File: config.mk
export PLATFORM = sky130hd
export DESIGN_NAME = multi_rate_counter
export DESIGN_NICKNAME = d
export VERILOG_FILES = /design/src/rtl/mrc_pkg.sv /design/src/rtl/rate_tick_gen.sv /design/src/rtl/multi_rate_counter.sv
export SDC_FILE = /design/constraint.sdc
export NUM_CORES = 1
export LEC_CHECK = 0
export ABC_CLOCK_PERIOD_IN_PS = 2480
export BUFFER_PORTS_ARGS = -buffer_cell sky130_fd_sc_hd__buf_4
export CAP_MARGIN = 20
export CELL_PAD_IN_SITES_DETAIL_PLACEMENT = 1
export CELL_PAD_IN_SITES_GLOBAL_PLACEMENT = 1
export CORE_ASPECT_RATIO = 2
export CORE_UTILIZATION = 45
export CTS_BUF_LIST = sky130_fd_sc_hd__clkbuf_16
export DETAILED_ROUTE_END_ITERATION = 6
export HOLD_SLACK_MARGIN = 0.15
export PLACE_DENSITY_LB_ADDON = 0.05
export SYNTH_ARGS = -nofsm -noshare
export SYNTH_HDL_FRONTEND = slang
export SYNTH_SLANG_ARGS = --single-unit
File: constraint.sdc
create_clock -name clock -period 2.48 [get_ports clock]
set_input_delay 0.372 -clock clock [delete_from_list [all_inputs] [get_ports clock]]
set_output_delay 0.372 -clock clock [all_outputs]
set_load 0.02 [all_outputs]
File: src/rtl/mrc_pkg.sv
// rtl/mrc_pkg.sv - shared defaults for the multi-rate counter
package mrc_pkg;

  localparam int unsigned DEF_CNT_W = 4;
  localparam int unsigned DEF_DIV_W = 28;

  localparam int unsigned DEF_DIV0 = 1;
  localparam int unsigned DEF_DIV1 = 5000000;
  localparam int unsigned DEF_DIV2 = 50000000;
  localparam int unsigned DEF_DIV3 = 100000000;

endpackage

File: src/rtl/rate_tick_gen.sv
// rtl/rate_tick_gen.sv - selectable-period divider producing the internal tick
module rate_tick_gen
  import mrc_pkg::*;
#(
  parameter int unsigned DIV_W = DEF_DIV_W,
  parameter int unsigned DIV0  = DEF_DIV0,
  parameter int unsigned DIV1  = DEF_DIV1,
  parameter int unsigned DIV2  = DEF_DIV2,
  parameter int unsigned DIV3  = DEF_DIV3
) (
  input  logic       clock,
  input  logic       reset,
  input  logic       enable,
  input  logic [1:0] select,
  input  logic       restart,
  output logic       tick_o
);

  logic [DIV_W-1:0] div_cnt_q, div_cnt_d;
  logic [1:0]       sel_q, sel_d;

  // Period minus one for a given rate select; the count runs reload..0 inclusive.
  function automatic logic [DIV_W-1:0] reload_val(input logic [1:0] s);
    logic [DIV_W-1:0] r;
    case (s)
      2'd0:    r = DIV_W'(DIV0 - 32'd1);
      2'd1:    r = DIV_W'(DIV1 - 32'd1);
      2'd2:    r = DIV_W'(DIV2 - 32'd1);
      default: r = DIV_W'(DIV3 - 32'd1);
    endcase
    return r;
  endfunction

  // Next-state: a rate change restarts the period and wins over everything,
  // then an external restart, then the enabled count-down with tick at zero.
  always_comb begin
    div_cnt_d = div_cnt_q;
    sel_d     = sel_q;
    tick_o    = 1'b0;
    if (select != sel_q) begin
      sel_d     = select;
      div_cnt_d = reload_val(select);
    end else if (restart) begin
      div_cnt_d = reload_val(sel_q);
    end else if (enable) begin
      if (div_cnt_q == '0) begin
        tick_o    = 1'b1;
        div_cnt_d = reload_val(sel_q);
      end else begin
        div_cnt_d = div_cnt_q - 1'b1;
      end
    end
  end

  // Divider state register; reset leaves the count at zero so select 0 ticks at once.
  always_ff @(posedge clock or posedge reset) begin
    if (reset) begin
      div_cnt_q <= '0;
      sel_q     <= 2'd0;
    end else begin
      div_cnt_q <= div_cnt_d;
      sel_q     <= sel_d;
    end
  end

endmodule

File: src/rtl/multi_rate_counter.sv
// rtl/multi_rate_counter.sv - up/down modulus counter advanced by a selectable-rate tick
module multi_rate_counter
  import mrc_pkg::*;
#(
  parameter int unsigned CNT_W = DEF_CNT_W,
  parameter int unsigned DIV_W = DEF_DIV_W,
  parameter int unsigned DIV0  = DEF_DIV0,
  parameter int unsigned DIV1  = DEF_DIV1,
  parameter int unsigned DIV2  = DEF_DIV2,
  parameter int unsigned DIV3  = DEF_DIV3
) (
  input  logic             clock,
  input  logic             reset,
  input  logic             enable,
  input  logic [1:0]       select,
  input  logic             par_load,
  input  logic [CNT_W-1:0] load_val,
  input  logic             up_down,
  input  logic [CNT_W-1:0] modulus,
  output logic [CNT_W-1:0] q,
  output logic             tick,
  output logic             wrap
);

  logic             int_tick;
  logic [CNT_W-1:0] q_q, q_d;
  logic             tick_q, tick_d;
  logic             wrap_q, wrap_d;

  rate_tick_gen #(
    .DIV_W (DIV_W),
    .DIV0  (DIV0),
    .DIV1  (DIV1),
    .DIV2  (DIV2),
    .DIV3  (DIV3)
  ) u_rate_tick_gen (
    .clock   (clock),
    .reset   (reset),
    .enable  (enable),
    .select  (select),
    .restart (par_load),
    .tick_o  (int_tick)
  );

  // Counter next-state: load beats tick beats hold; out-of-range values wrap on the next tick.
  always_comb begin
    q_d    = q_q;
    tick_d = 1'b0;
    wrap_d = 1'b0;
    if (par_load) begin
      q_d = load_val;
    end else if (int_tick) begin
      tick_d = 1'b1;
      if (up_down) begin
        if (q_q >= modulus) begin
          q_d    = '0;
          wrap_d = 1'b1;
        end else begin
          q_d = q_q + 1'b1;
        end
      end else begin
        if ((q_q == '0) || (q_q > modulus)) begin
          q_d    = modulus;
          wrap_d = 1'b1;
        end else begin
          q_d = q_q - 1'b1;
        end
      end
    end
  end

  // Counter and pulse registers update together so pulses line up with the new q.
  always_ff @(posedge clock or posedge reset) begin
    if (reset) begin
      q_q    <= '0;
      tick_q <= 1'b0;
      wrap_q <= 1'b0;
    end else begin
      q_q    <= q_d;
      tick_q <= tick_d;
      wrap_q <= wrap_d;
    end
  end

  assign q    = q_q;
  assign tick = tick_q;
  assign wrap = wrap_q;

endmodule

* Yosys cells after proc, flatten, opt, wreduce, memory -nomap -nowiden
Cells that the tools add are included.
** Word-level totals
- Register bits :: 36
- Bits of input ports :: 15
- Output and inout port bits :: 6
- Logic and storage cells :: 44
** Cells by class
- Add/sub/neg operators :: 3
- Order comparisons :: 2
- Equal/unequal tests :: 5
- Multiplexer cells :: 22
- Reduce and logical (&&, ||, !) cells :: 7
** Operators by type and width (count)
- $pmux 27 s3 :: 2
- $mux 28 :: 4
- $logic_not 28->1 :: 1
- $sub 28x1->28 const B :: 1
- $mux 4 :: 5
- $mux 1 :: 11
- $add 4x1->4 const B :: 1
- $eq 2x1->1 const B :: 2
- $eq 2x2->1 const B :: 2
- $ge 4x4->1 :: 1
- $gt 4x4->1 :: 1
- $logic_not 2->1 :: 2
- $logic_not 4->1 :: 1
- $sub 4x1->4 const B :: 1
- $reduce_bool 3->1 :: 1
- $ne 2x2->1 :: 1
- $reduce_bool 2->1 :: 1
- $logic_or 1x1->1 :: 1

* Depth between registers and ports, before layout
Gate-level depths: netlist of run 1.
- Depth after elaboration :: 7
- Gate-level depth with buffers :: 9
- Depth with buffers taken out :: 9

* By module
Synthesis of run 1 repeated with hierarchy kept, for this count alone.
** Second synthesis, totals
- Cell total of the unflattened synthesis :: 341
- Area total of the unflattened synthesis :: 2987.9 sq um
** Modules (own cells, without submodules)
- rate_tick_gen :: times used 1, cells each 273, area an instance 2382.3 sq um, sequential area each 750.7 sq um
- multi_rate_counter :: times used 1, cells each 68, area an instance 605.6 sq um, sequential area each 150.1 sq um

* Worst setup path before layout of run 1
OpenSTA, ideal clock, no wires.
- Path type :: reg-to-reg
- Start point :: reg u_rate_tick_gen.div_cnt_q[0]
- End point :: reg u_rate_tick_gen.div_cnt_q[18]
- Setup time :: 0.140 ns
- Arrival time :: 1.997 ns
- Data required time :: 2.340 ns
- Slack :: 0.342 ns
- Stages on the path, launching flop included :: 9
- Path buffers :: 1
- Period minus slack after synthesis :: 2.138 ns
- Cells stage by stage :: dfrtp_1 > inv_1 > ha_1 > nor4b_1 > nand4_2 > o21a_1 > buf_4 > o311ai_1 > o211ai_1
** On the way
- Longest elaborated chain between the ends :: 5
- Elaborated cells between the ends (all ways) :: 6
- Those cells by class :: 1 x add/sub; 4 x mux; 1 x reduce/logical
** Ends and longest elaborated chain
- start, declared :: line rate_tick_gen.sv:19 : logic [DIV_W-1:0] div_cnt_q, div_cnt_d;
- start signal, assigned :: line rate_tick_gen.sv:61 : div_cnt_q <= div_cnt_d;
- $sub 28x1->28 or $logic_not 28->1 (tied branches) :: line rate_tick_gen.sv:50, rate_tick_gen.sv:46
- $mux 28 * :: line rate_tick_gen.sv:46 : if (div_cnt_q == '0) begin
- $mux 28 * :: line rate_tick_gen.sv:45 : end else if (enable) begin
- $mux 28 * :: line rate_tick_gen.sv:43 : end else if (restart) begin
- $mux 28 * :: line rate_tick_gen.sv:40 : if (select != sel_q) begin
Every way passes the cells marked *; elsewhere a longest branch is shown, timed or not. The select of a mux whose other input is x is not followed.
A chain may end at the register's enable or synchronous reset.

* Worst setup path in the final report of run 1
- Start point :: reg u_rate_tick_gen.div_cnt_q[0]
- End point :: reg u_rate_tick_gen.div_cnt_q[16]
The elaborated chain is that of the path after synthesis.

==> impl_metrics.py, run 1 <==
metrics = {
    "floorplanning": {
        "fp-row-count": 40,
        "coreArea_um2": 6010,
        "ios": 21,
        "fp.dieH_um": 113,
        "dieArea_um2": 6540,
        "start_util_pct": 46.5,
        "die_x_um": 57.7,
    },
    "grt": {
        "grt_pass1_vias": 3118,
        "gr-total-overflow": 0,
        "grt.total_usage_pct": 32.9,
        "antenna_found_initial": 0,
        "grt_pass1_wl_um": 16000,
        "grt_max_degree": 37,
    },
    "route": {
        "drc": 4,
        "drt_first_pass_iters": 6,
        "post_drt_wl_per_cell_um": 22.3,
        "via_per_inst": 6.44,
        "vias": 2880,
        "drt_iter0_drc": 106,
        "wl_um": 9960,
        "antenna_left": 0,
    },
    "power": {
        "p_leak_nw": 1.51,
        "powerDensity_nw_per_um2": 612,
        "swShare_pct": 33.9,
        "seq_power_share_pct": 36.4,
        "pwr-share-comb_pct": 29.0,
        "vdd_drop_max_mv": 0.632,
        "internal_power_mw": 1.40,
        "p_sw_mw": 0.720,
        "finalPower_mw": 2.12,
        "pwr-share-clk_pct": 34.6,
    },
    "synth": {
        "synth_warnings": 0,
        "syn_nets": 357,
        "syn_area_um2": 2790,
        "avgSynthCellArea_um2": 8.57,
        "synthDistinctLibCells": 65,
        "ys_seq_area_share_pct": 32.3,
        "synthCells": 326,
        "ys_ff_latch": 36,
        "synth-edff-count": 0,
        "async_reset_ff_share_pct": 100,
        "synth_ff_type": "dfrtp_1",
    },
    "cells_and_area": {
        "multi_input_area_um2": 1770,
        "fin_nets": 414,
        "final_cell_mix": "63 x buf_4, 36 x dfrtp_1, 27 x nand2_1",
        "fin_cells": 447,
        "syn2layout_area_growth_pct": 24.1,
        "final.fill_count": 738,
        "layout_commonest_cell": "buf_4",
        "drive_gt1_share_pct": 23.7,
        "final_cell_area_um2": 3470,
        "n_antenna_cell": 0,
        "regArea_um2": 901,
    },
    "setup_path": {
        "startpoint": "u_rate_tick_gen.div_cnt_q[0]",
        "r2r_slack_ns": 0.11,
        "worstSetupStartpointType": "register",
        "path_class": "register to register",
        "crit_required_ns": 2.68,
        "cp_max_fo": 6,
        "cp_cell_sequence": "inv_1 > ha_1 > nor4b_2 > nand4_2 > nor3_4 > buf_4 > nor2_2 > or3_4 > o211ai_1",
        "ff2ff_path_depth": 9,
        "r2r-end": "u_rate_tick_gen.div_cnt_q[16]",
        "crit_path_max_incr_delay_ns": 0.44,
        "endpoint_kind": "register",
        "worstPathArrival_ns": 2.58,
        "r2r-start": "u_rate_tick_gen.div_cnt_q[0]",
        "crit_slowest_cell": "or3_4",
        "crit_path_end": "u_rate_tick_gen.div_cnt_q[16]",
    },
    "cts": {
        "clock-sinks": 36,
        "cts_buffers": 5,
        "cts_hold_buf": 0,
        "cts_tree": "done",
        "clock_latency_ns": 0.29,
        "path_clk_slew_ns": 0.06,
        "htree_levels": 2,
        "clock_path_buffers": 2,
        "clock-root-buffer": "clkbuf_16",
    },
    "timing": {
        "setup_viol": 0,
        "drv_slew": 0,
        "period_needed_ns": 2.37,
        "worst_slew_pin_slew_ns": 0.590,
        "post-route-period-util_pct": 95.7,
        "maxSlewHeadroom_pct": 60.5,
        "hold_viol": 0,
        "hold_slack_ns": 0.204,
        "fin_skew_ns": 0.00519,
        "fin_ws_ns": 0.108,
        "max_freq_ghz": 0.422,
        "rsz0062_at_grt": "yes",
    },
    "place": {
        "globalplace.congestion": 0.966,
        "dp.cells": 435,
        "io_buffers": 20,
        "pre_cts_slack_ns": 0.00138,
        "dp_hpwl_um": 7730,
        "placed_area_um2": 3260,
    },
    "hold_path": {
        "hold_path.class": "input port to async pin",
    },
    "run": {
        "maxCapViolations": 0,
    },
    "outcome": {
        "violations": "design-rule violations",
        "outcome": "finished, violations left",
    },
}
[critical path: cells and delay by family (launching register included)]
family | cells | cell delay, ns
adder cells (fa/ha/maj) | 1 | 0.15
AND/OR/NAND/NOR | 5 | 1.32
flip-flops | 1 | 0.41
AO/OA/AOI/OAI | 1 | 0.11
buffers and inverters | 2 | 0.28
[metrics by stage]
stage          utilization [%]  setup TNS (ns)
2_1_floorplan                -               0
3_3_place_gp              54.2               0
3_5_place_dp              54.2               0
4_1_cts                   57.1               0
5_1_grt                   57.7          -0.115
6_report                  57.7               0
[synthesized netlist by cell type, types with 6 or more instances]
master     n  area (um^2)
dfrtp_1   36          901
xor2_1     6         52.6
ha_1      16          200
nor2_1    25         93.8
a211o_1    7         61.3
xnor2_1    6         52.6
a21oi_1   26          130
nand3_1    9         45.0
nor3_1    22          110
nand2_1   27          101
clkbuf_1   7         26.3
inv_1     19         71.3
o211ai_1  12         90.1
o21ai_0   12         60.1
a31oi_1    6         37.5
[power groups by stage]
| stage | Sequential [mW] | Clock, mW | Combinational, mW |
|---|---|---|---|
| 2_1_floorplan | 0.761 | 0 | 0.356 |
| 6_report | 0.772 | 0.735 | 0.616 |
| 3_5_place_dp | 0.777 | 0 | 0.607 |
| 5_1_grt | 0.782 | 0.763 | 0.667 |
| 3_3_place_gp | 0.775 | 0 | 0.593 |
| 4_1_cts | 0.770 | 0.749 | 0.613 |
[state kept, by name, indices dropped and copies added, names as in the netlist]
| signal | cells |
|---|---|
| tick | 1 |
| wrap | 1 |
| q | 4 |
| u_rate_tick_gen.div_cnt_q | 28 |
| u_rate_tick_gen.sel_q | 2 |
[routing by layer]
metal	global-route usage [%]	vias to the layer above	wire length [um]
met3	4.88	34	271
met1	30.6	1442	3390
met2	63.9	66	5730
li1	-	1338	-
met5	0	-	0
met4	20.0	0	571
[cell type report]
type | count | share of cell area [%]
clock buffers | 5 | 3.61
clock inverters | 3 | 1.23
inverters | 20 | 2.17
multi-input cells | 257 | 51.1
flip-flops and latches | 36 | 26.0
well taps | 63 | 2.27
repair buffers | 63 | 13.6
[what timing repair did]
item                                    4_1_cts  5_1_grt
endpoints found under the setup margin        1        3
gates resized for setup                       1        2
pin swaps                                     0        1
cloned                                        0        0
setup buffers                                 0        4
[worst min-delay path by stage]
stage                          from                             to  slack, ns  depth (start not counted)
final                         reset  u_rate_tick_gen.div_cnt_q[12]       0.20                          3
after global placement        reset                           tick       0.52                          3
after global routing          reset                           wrap       0.25                          3
after CTS                     reset                           tick       0.22                          3
after floorplan           select[0]       u_rate_tick_gen.sel_q[0]       0.47                          1
after detailed placement      reset  u_rate_tick_gen.div_cnt_q[12]       0.53                          3
[kinds of logic after synthesis]
family / synth area share [%]
mux: 0.358
fa+ha+maj: 7.17
flops: 32.3
simple gates: 25.5
compound gates: 26.2
buf+inv: 4.79
xor+xnor: 3.76
Note: power is estimated with default switching activity, not from simulation.
==> run 2: changes to the inputs <==
--- a/config.mk
+++ b/config.mk
@@ -16,6 +16,7 @@
 export DETAILED_ROUTE_END_ITERATION = 6
 export HOLD_SLACK_MARGIN = 0.15
 export PLACE_DENSITY_LB_ADDON = 0.05
+export RECOVER_POWER = 50
 export SYNTH_ARGS = -nofsm -noshare
 export SYNTH_HDL_FRONTEND = slang
 export SYNTH_SLANG_ARGS = --single-unit
==> run 2 against run 1 <==
The run still ends with design-rule violations left; largest power group unchanged; final cell count stayed put; largest cell class unchanged; via count is 0.59% higher; fmax is 0.41% higher; global-route usage stayed put; worst hold slack better by 0.12 ns.
==> impl_metrics.py, run 2 (same netlist as run 1, synthesis figures left out) <==
metrics = {
    "place": {
        "dp_hpwl_um": 7730,
        "globalplace.congestion": 0.966,
        "io_buffers": 20,
    },
    "timing": {
        "setup_tns_ns": 0,
        "max_freq_ghz": 0.423,
        "post-route-period-util_pct": 95.3,
        "worst_slew_pin_slew_ns": 0.993,
        "setup_viol": 0,
        "maxSlewHeadroom_pct": 33.8,
        "period_needed_ns": 2.36,
        "hold_viol": 0,
        "fin_skew_ns": 0.00501,
        "drv_slew": 0,
        "rsz0062_at_grt": "yes",
    },
    "cts": {
        "cts_buffers": 5,
        "clock-sinks": 36,
        "cts_tree": "done",
        "cts_hold_buf": 0,
        "clock_latency_ns": 0.29,
        "clock_path_buffers": 2,
        "path_clk_slew_ns": 0.06,
        "clock-root-buffer": "clkbuf_16",
        "htree_levels": 2,
    },
    "hold_path": {
        "worstHoldStart": "select[0]",
        "hold_path.class": "input port to register",
    },
    "grt": {
        "grt_use_met1_pct": 30.6,
        "grt_pass1_wl_um": 16000,
        "busiest_layer": "met2",
        "grt_pass1_vias": 3118,
        "grtUsageMet2_pct": 63.9,
        "antenna_found_initial": 0,
        "grt_max_degree": 37,
        "grt_util_met3_pct": 4.88,
        "gr-total-overflow": 0,
        "grt.total_usage_pct": 32.9,
    },
    "setup_path": {
        "critPathBufInv": 2,
        "worstSetupStartpointType": "register",
        "cp_max_fo": 6,
        "r2r-start": "u_rate_tick_gen.div_cnt_q[0]",
        "worstPathArrival_ns": 2.57,
        "cp_cell_sequence": "inv_1 > ha_1 > nor4b_2 > nand4_2 > nor3_4 > buf_4 > nor2_2 > or3_4 > o211ai_1",
        "endpoint_kind": "register",
        "crit_required_ns": 2.69,
        "crit_path_max_incr_delay_ns": 0.44,
        "path_class": "register to register",
        "crit_slowest_cell": "or3_4",
        "startpoint": "u_rate_tick_gen.div_cnt_q[0]",
        "path_delay_family": "simple AND/OR/NAND/NOR gates",
    },
    "outcome": {
        "violations": "design-rule violations",
        "outcome": "finished, violations left",
    },
    "route": {
        "wl_um": 10000,
        "via_per_inst": 6.48,
        "drt_iter0_drc": 94,
        "antenna_left": 0,
        "vias": 2897,
        "drt_first_pass_iters": 6,
        "post_drt_wl_per_cell_um": 22.4,
        "drc": 4,
    },
    "power": {
        "powerDensity_nw_per_um2": 615,
        "vdd_drop_max_mv": 0.633,
        "finalPower_mw": 2.12,
        "p_leak_nw": 1.51,
    },
    "cells_and_area": {
        "largest_reg_flops": 28,
        "largest-register": "u_rate_tick_gen.div_cnt_q",
        "fin_nets": 414,
        "syn2layout_area_growth_pct": 23.8,
        "final_cell_mix": "59 x buf_4, 36 x dfrtp_1, 27 x nand2_1",
        "n_antenna_cell": 0,
        "layout_commonest_cell": "buf_4",
        "drive_gt1_share_pct": 23.2,
    },
    "run": {
        "maxCapViolations": 0,
    },
    "floorplanning": {
        "die_x_um": 57.7,
        "start_util_pct": 46.5,
        "fp-row-count": 40,
        "ios": 21,
        "coreArea_um2": 6010,
        "fp.dieH_um": 113,
        "dieArea_um2": 6540,
    },
}
-- run 2: changes by cell type in the layout (fill, tap and decap cells not counted), sizes merged --
cell,delta
buf,-4
clkbuf,+4
-- run 2: worst paths after layout --
check                      depth (start not counted)  slack, ns                            end
max                                                9       0.12  u_rate_tick_gen.div_cnt_q[16]
min                                                1       0.33       u_rate_tick_gen.sel_q[0]
max reg2reg                                        9       0.12  u_rate_tick_gen.div_cnt_q[16]
min reg2reg                                        1       0.57  u_rate_tick_gen.div_cnt_q[26]
max in group asynchronous                          3       1.47  u_rate_tick_gen.div_cnt_q[17]
min in group asynchronous                          3       0.39                           tick
-- run 2: metal layers --
layer	vias up	routed length (um)
met1	1457	3370
met2	73	5810
met4	0	529
met3	32	302
met5	-	0
li1	1335	-
-- run 2: final cells by class --
cell class	instances	area [um^2]
fill	742	2550
multi-input combinational	257	1770
sequential	36	901
timing repair buffer	63	463
clock buffer	5	125
tap	63	78.8
inverter	20	75.1
clock inverter	3	42.5
-- run 2: metrics by stage --
step                setup slack [ns]  util, %  hold WS, ns  instance area [um^2]  instances
finish                         0.118     57.6        0.326                  3460        447
global route                 -0.0425     57.6        0.351                  3460        447
CTS                            0.141     57.1        0.220                  3430        443
detailed placement           0.00138     54.2        0.527                  3260        435
global placement               0.137     54.2        0.516                  3260        435
floorplan                      0.342        -        0.470                  2790        326
-- run 2: repair_timing --
item                       CTS  global route
buffers inserted             0             4
setup endpoints to repair    1             3
pin swaps                    0             1
cloned                       0             0
gates resized for setup      1             2
-- run 2: where the power goes --
group | internal, mW | switching (mW) | total [mW]
Clock | 0.472 | 0.266 | 0.738
Sequential | 0.665 | 0.107 | 0.771
Combinational | 0.264 | 0.351 | 0.615
==> run 3: changes to the inputs <==
--- a/config.mk
+++ b/config.mk
@@ -14,6 +14,7 @@
 export CORE_UTILIZATION = 45
 export CTS_BUF_LIST = sky130_fd_sc_hd__clkbuf_16
 export DETAILED_ROUTE_END_ITERATION = 6
+export GPL_TIMING_DRIVEN = 0
 export HOLD_SLACK_MARGIN = 0.15
 export PLACE_DENSITY_LB_ADDON = 0.05
 export RECOVER_POWER = 50
==> run 3 against run 2 <==
The flow still finishes with violations (design-rule violations); worst setup slack lost 0.025 ns; sequential cell count did not move; wire length is 5.1% lower; worst hold slack gained 0.021 ns; combinational power decreased by 11%; fmax shrank 1.1%; first-iteration DRC count up 16%; global-route usage fell by 2.0 points; sequential power is 2% higher; die area is the same; critical path depth is 3 lower; clock-buffer cell count unchanged; critical endpoint is now u_rate_tick_gen.div_cnt_q[22].
==> impl_metrics.py, run 3 (same netlist as run 1, synthesis figures left out) <==
metrics = {
    "setup_path": {
        "worstPathArrival_ns": 2.56,
        "endpoint_kind": "register",
        "path_delay_family": "compound AO/OA/AOI/OAI gates",
        "r2r-start": "u_rate_tick_gen.div_cnt_q[15]",
        "startpoint": "u_rate_tick_gen.div_cnt_q[15]",
        "critPathBufInv": 0,
        "path_class": "register to register",
        "worstSetupStartpointType": "register",
        "crit_path_max_incr_delay_ns": 0.54,
        "r2r_slack_ns": 0.09,
        "cp_cell_sequence": "nor4_4 > nand4_4 > o21ai_2 > a21o_2 > a31oi_1 > o221a_2",
        "crit_required_ns": 2.65,
        "crit_slowest_cell": "nor4_4",
        "cp_max_fo": 8,
        "crit_path_end": "u_rate_tick_gen.div_cnt_q[22]",
        "ff2ff_path_depth": 6,
        "r2r-end": "u_rate_tick_gen.div_cnt_q[22]",
        "crit_cells": 6,
    },
    "grt": {
        "gr-total-overflow": 0,
        "grt_max_degree": 37,
        "grt_pass1_wl_um": 15100,
        "grt_pass1_vias": 2940,
        "antenna_found_initial": 0,
        "grt.total_usage_pct": 30.9,
    },
    "timing": {
        "rsz0062_at_grt": "yes",
        "worst_slew_pin_slew_ns": 1.46,
        "max_freq_ghz": 0.419,
        "fin_skew_ns": 0.00733,
        "setup_viol": 0,
        "post-route-period-util_pct": 96.3,
        "fin_ws_ns": 0.0922,
        "maxSlewHeadroom_pct": 2.89,
        "setup_tns_ns": 0,
        "drv_slew": 0,
        "hold_viol": 0,
        "period_needed_ns": 2.39,
    },
    "floorplanning": {
        "die_x_um": 57.7,
        "start_util_pct": 46.5,
        "coreArea_um2": 6010,
        "fp.dieH_um": 113,
        "dieArea_um2": 6540,
        "ios": 21,
        "fp-row-count": 40,
    },
    "cells_and_area": {
        "fin_nets": 386,
        "final_cell_mix": "35 x dfrtp_1, 27 x nand2_1, 24 x nor2_1, 24 x a21oi_1, 20 x buf_4",
        "drive_gt1_share_pct": 17.7,
        "n_antenna_cell": 0,
        "utilization_pct": 55.0,
        "layout_commonest_cell": "dfrtp_1",
        "final_cell_area_um2": 3300,
        "largest_reg_flops": 28,
        "syn2layout_area_growth_pct": 18.2,
        "largest-register": "u_rate_tick_gen.div_cnt_q",
    },
    "route": {
        "via_per_inst": 6.53,
        "antenna_left": 0,
        "wl_um": 9500,
        "drc": 4,
        "drt_iter0_drc": 109,
        "post_drt_wl_per_cell_um": 22.7,
        "vias": 2738,
        "drt_first_pass_iters": 6,
    },
    "hold_path": {
        "whs_path_depth": 3,
        "hold_path.class": "input port to register",
    },
    "cts": {
        "clock-sinks": 36,
        "clock-root-buffer": "clkbuf_16",
        "htree_levels": 2,
        "cts_buffers": 5,
        "path_clk_slew_ns": 0.06,
        "clock_path_buffers": 2,
        "cts_hold_buf": 0,
        "clock_latency_ns": 0.29,
        "cts_tree": "done",
    },
    "place": {
        "pre_cts_slack_ns": -0.387,
        "dp_hpwl_um": 7290,
        "io_buffers": 20,
        "globalplace.congestion": 0.956,
        "placed_area_um2": 3020,
    },
    "power": {
        "p_leak_nw": 1.36,
        "vdd_drop_max_mv": 0.485,
        "finalPower_mw": 2.07,
        "powerDensity_nw_per_um2": 628,
    },
    "run": {
        "maxCapViolations": 0,
    },
    "outcome": {
        "outcome": "finished, violations left",
        "violations": "design-rule violations",
    },
}
-- run 3: how the worst min path moves through the flow --
stage                             startpoint                             to
2_1_floorplan                      select[0]       u_rate_tick_gen.sel_q[0]
3_3_place_gp   u_rate_tick_gen.div_cnt_q[26]  u_rate_tick_gen.div_cnt_q[26]
3_5_place_dp   u_rate_tick_gen.div_cnt_q[26]  u_rate_tick_gen.div_cnt_q[26]
4_1_cts                                reset                           wrap
5_1_grt                          load_val[1]                           q[1]
6_report                         load_val[1]                           q[1]
-- run 3: layer usage --
layer  track usage (%)  share of wire [%]
met4              18.4                5.5
met1              29.2                 34
met3              4.08                3.4
met5                 0                  0
met2              60.0                 57
-- run 3: per-stage QoR --
stage | instances | hold WS [ns]
finish | 419 | 0.347
global route | 419 | 0.357
CTS | 418 | 0.290
detailed placement | 409 | 0.535
global placement | 409 | 0.526
floorplan | 326 | 0.470
-- run 3: final cells by class --
cell class                      count  area, um^2
Timing Repair Buffer               22         158
Tap cell                           63        78.8
Buffer                             13        61.3
Multi-Input combinational cell    257        1860
Clock buffer                        5         125
Clock inverter                      3        42.5
Inverter                           20        75.1
Fill cell                         735        2700
Sequential cell                    36         902
-- run 3: tightest hold or removal path, stage by stage --
cell	delay, ns
buf_4	0.08
o2bb2ai_1	0.05
a21oi_1	0.10
-- run 3: what timing repair did --
action	CTS	global route
resized for setup	6	15
setup buffers	1	1
pin swaps	1	0
endpoints found under the hold margin	0	0
endpoints found under the setup margin	13	16
-- run 3: power by group --
part | total (mW) | leakage, nW | internal [mW] | switching, mW
sequential | 0.786 | 0.436 | 0.665 | 0.122
combinational | 0.549 | 0.841 | 0.215 | 0.334
clock | 0.739 | 0.0798 | 0.473 | 0.267
total | 2.07 | 1.36 | 1.35 | 0.722
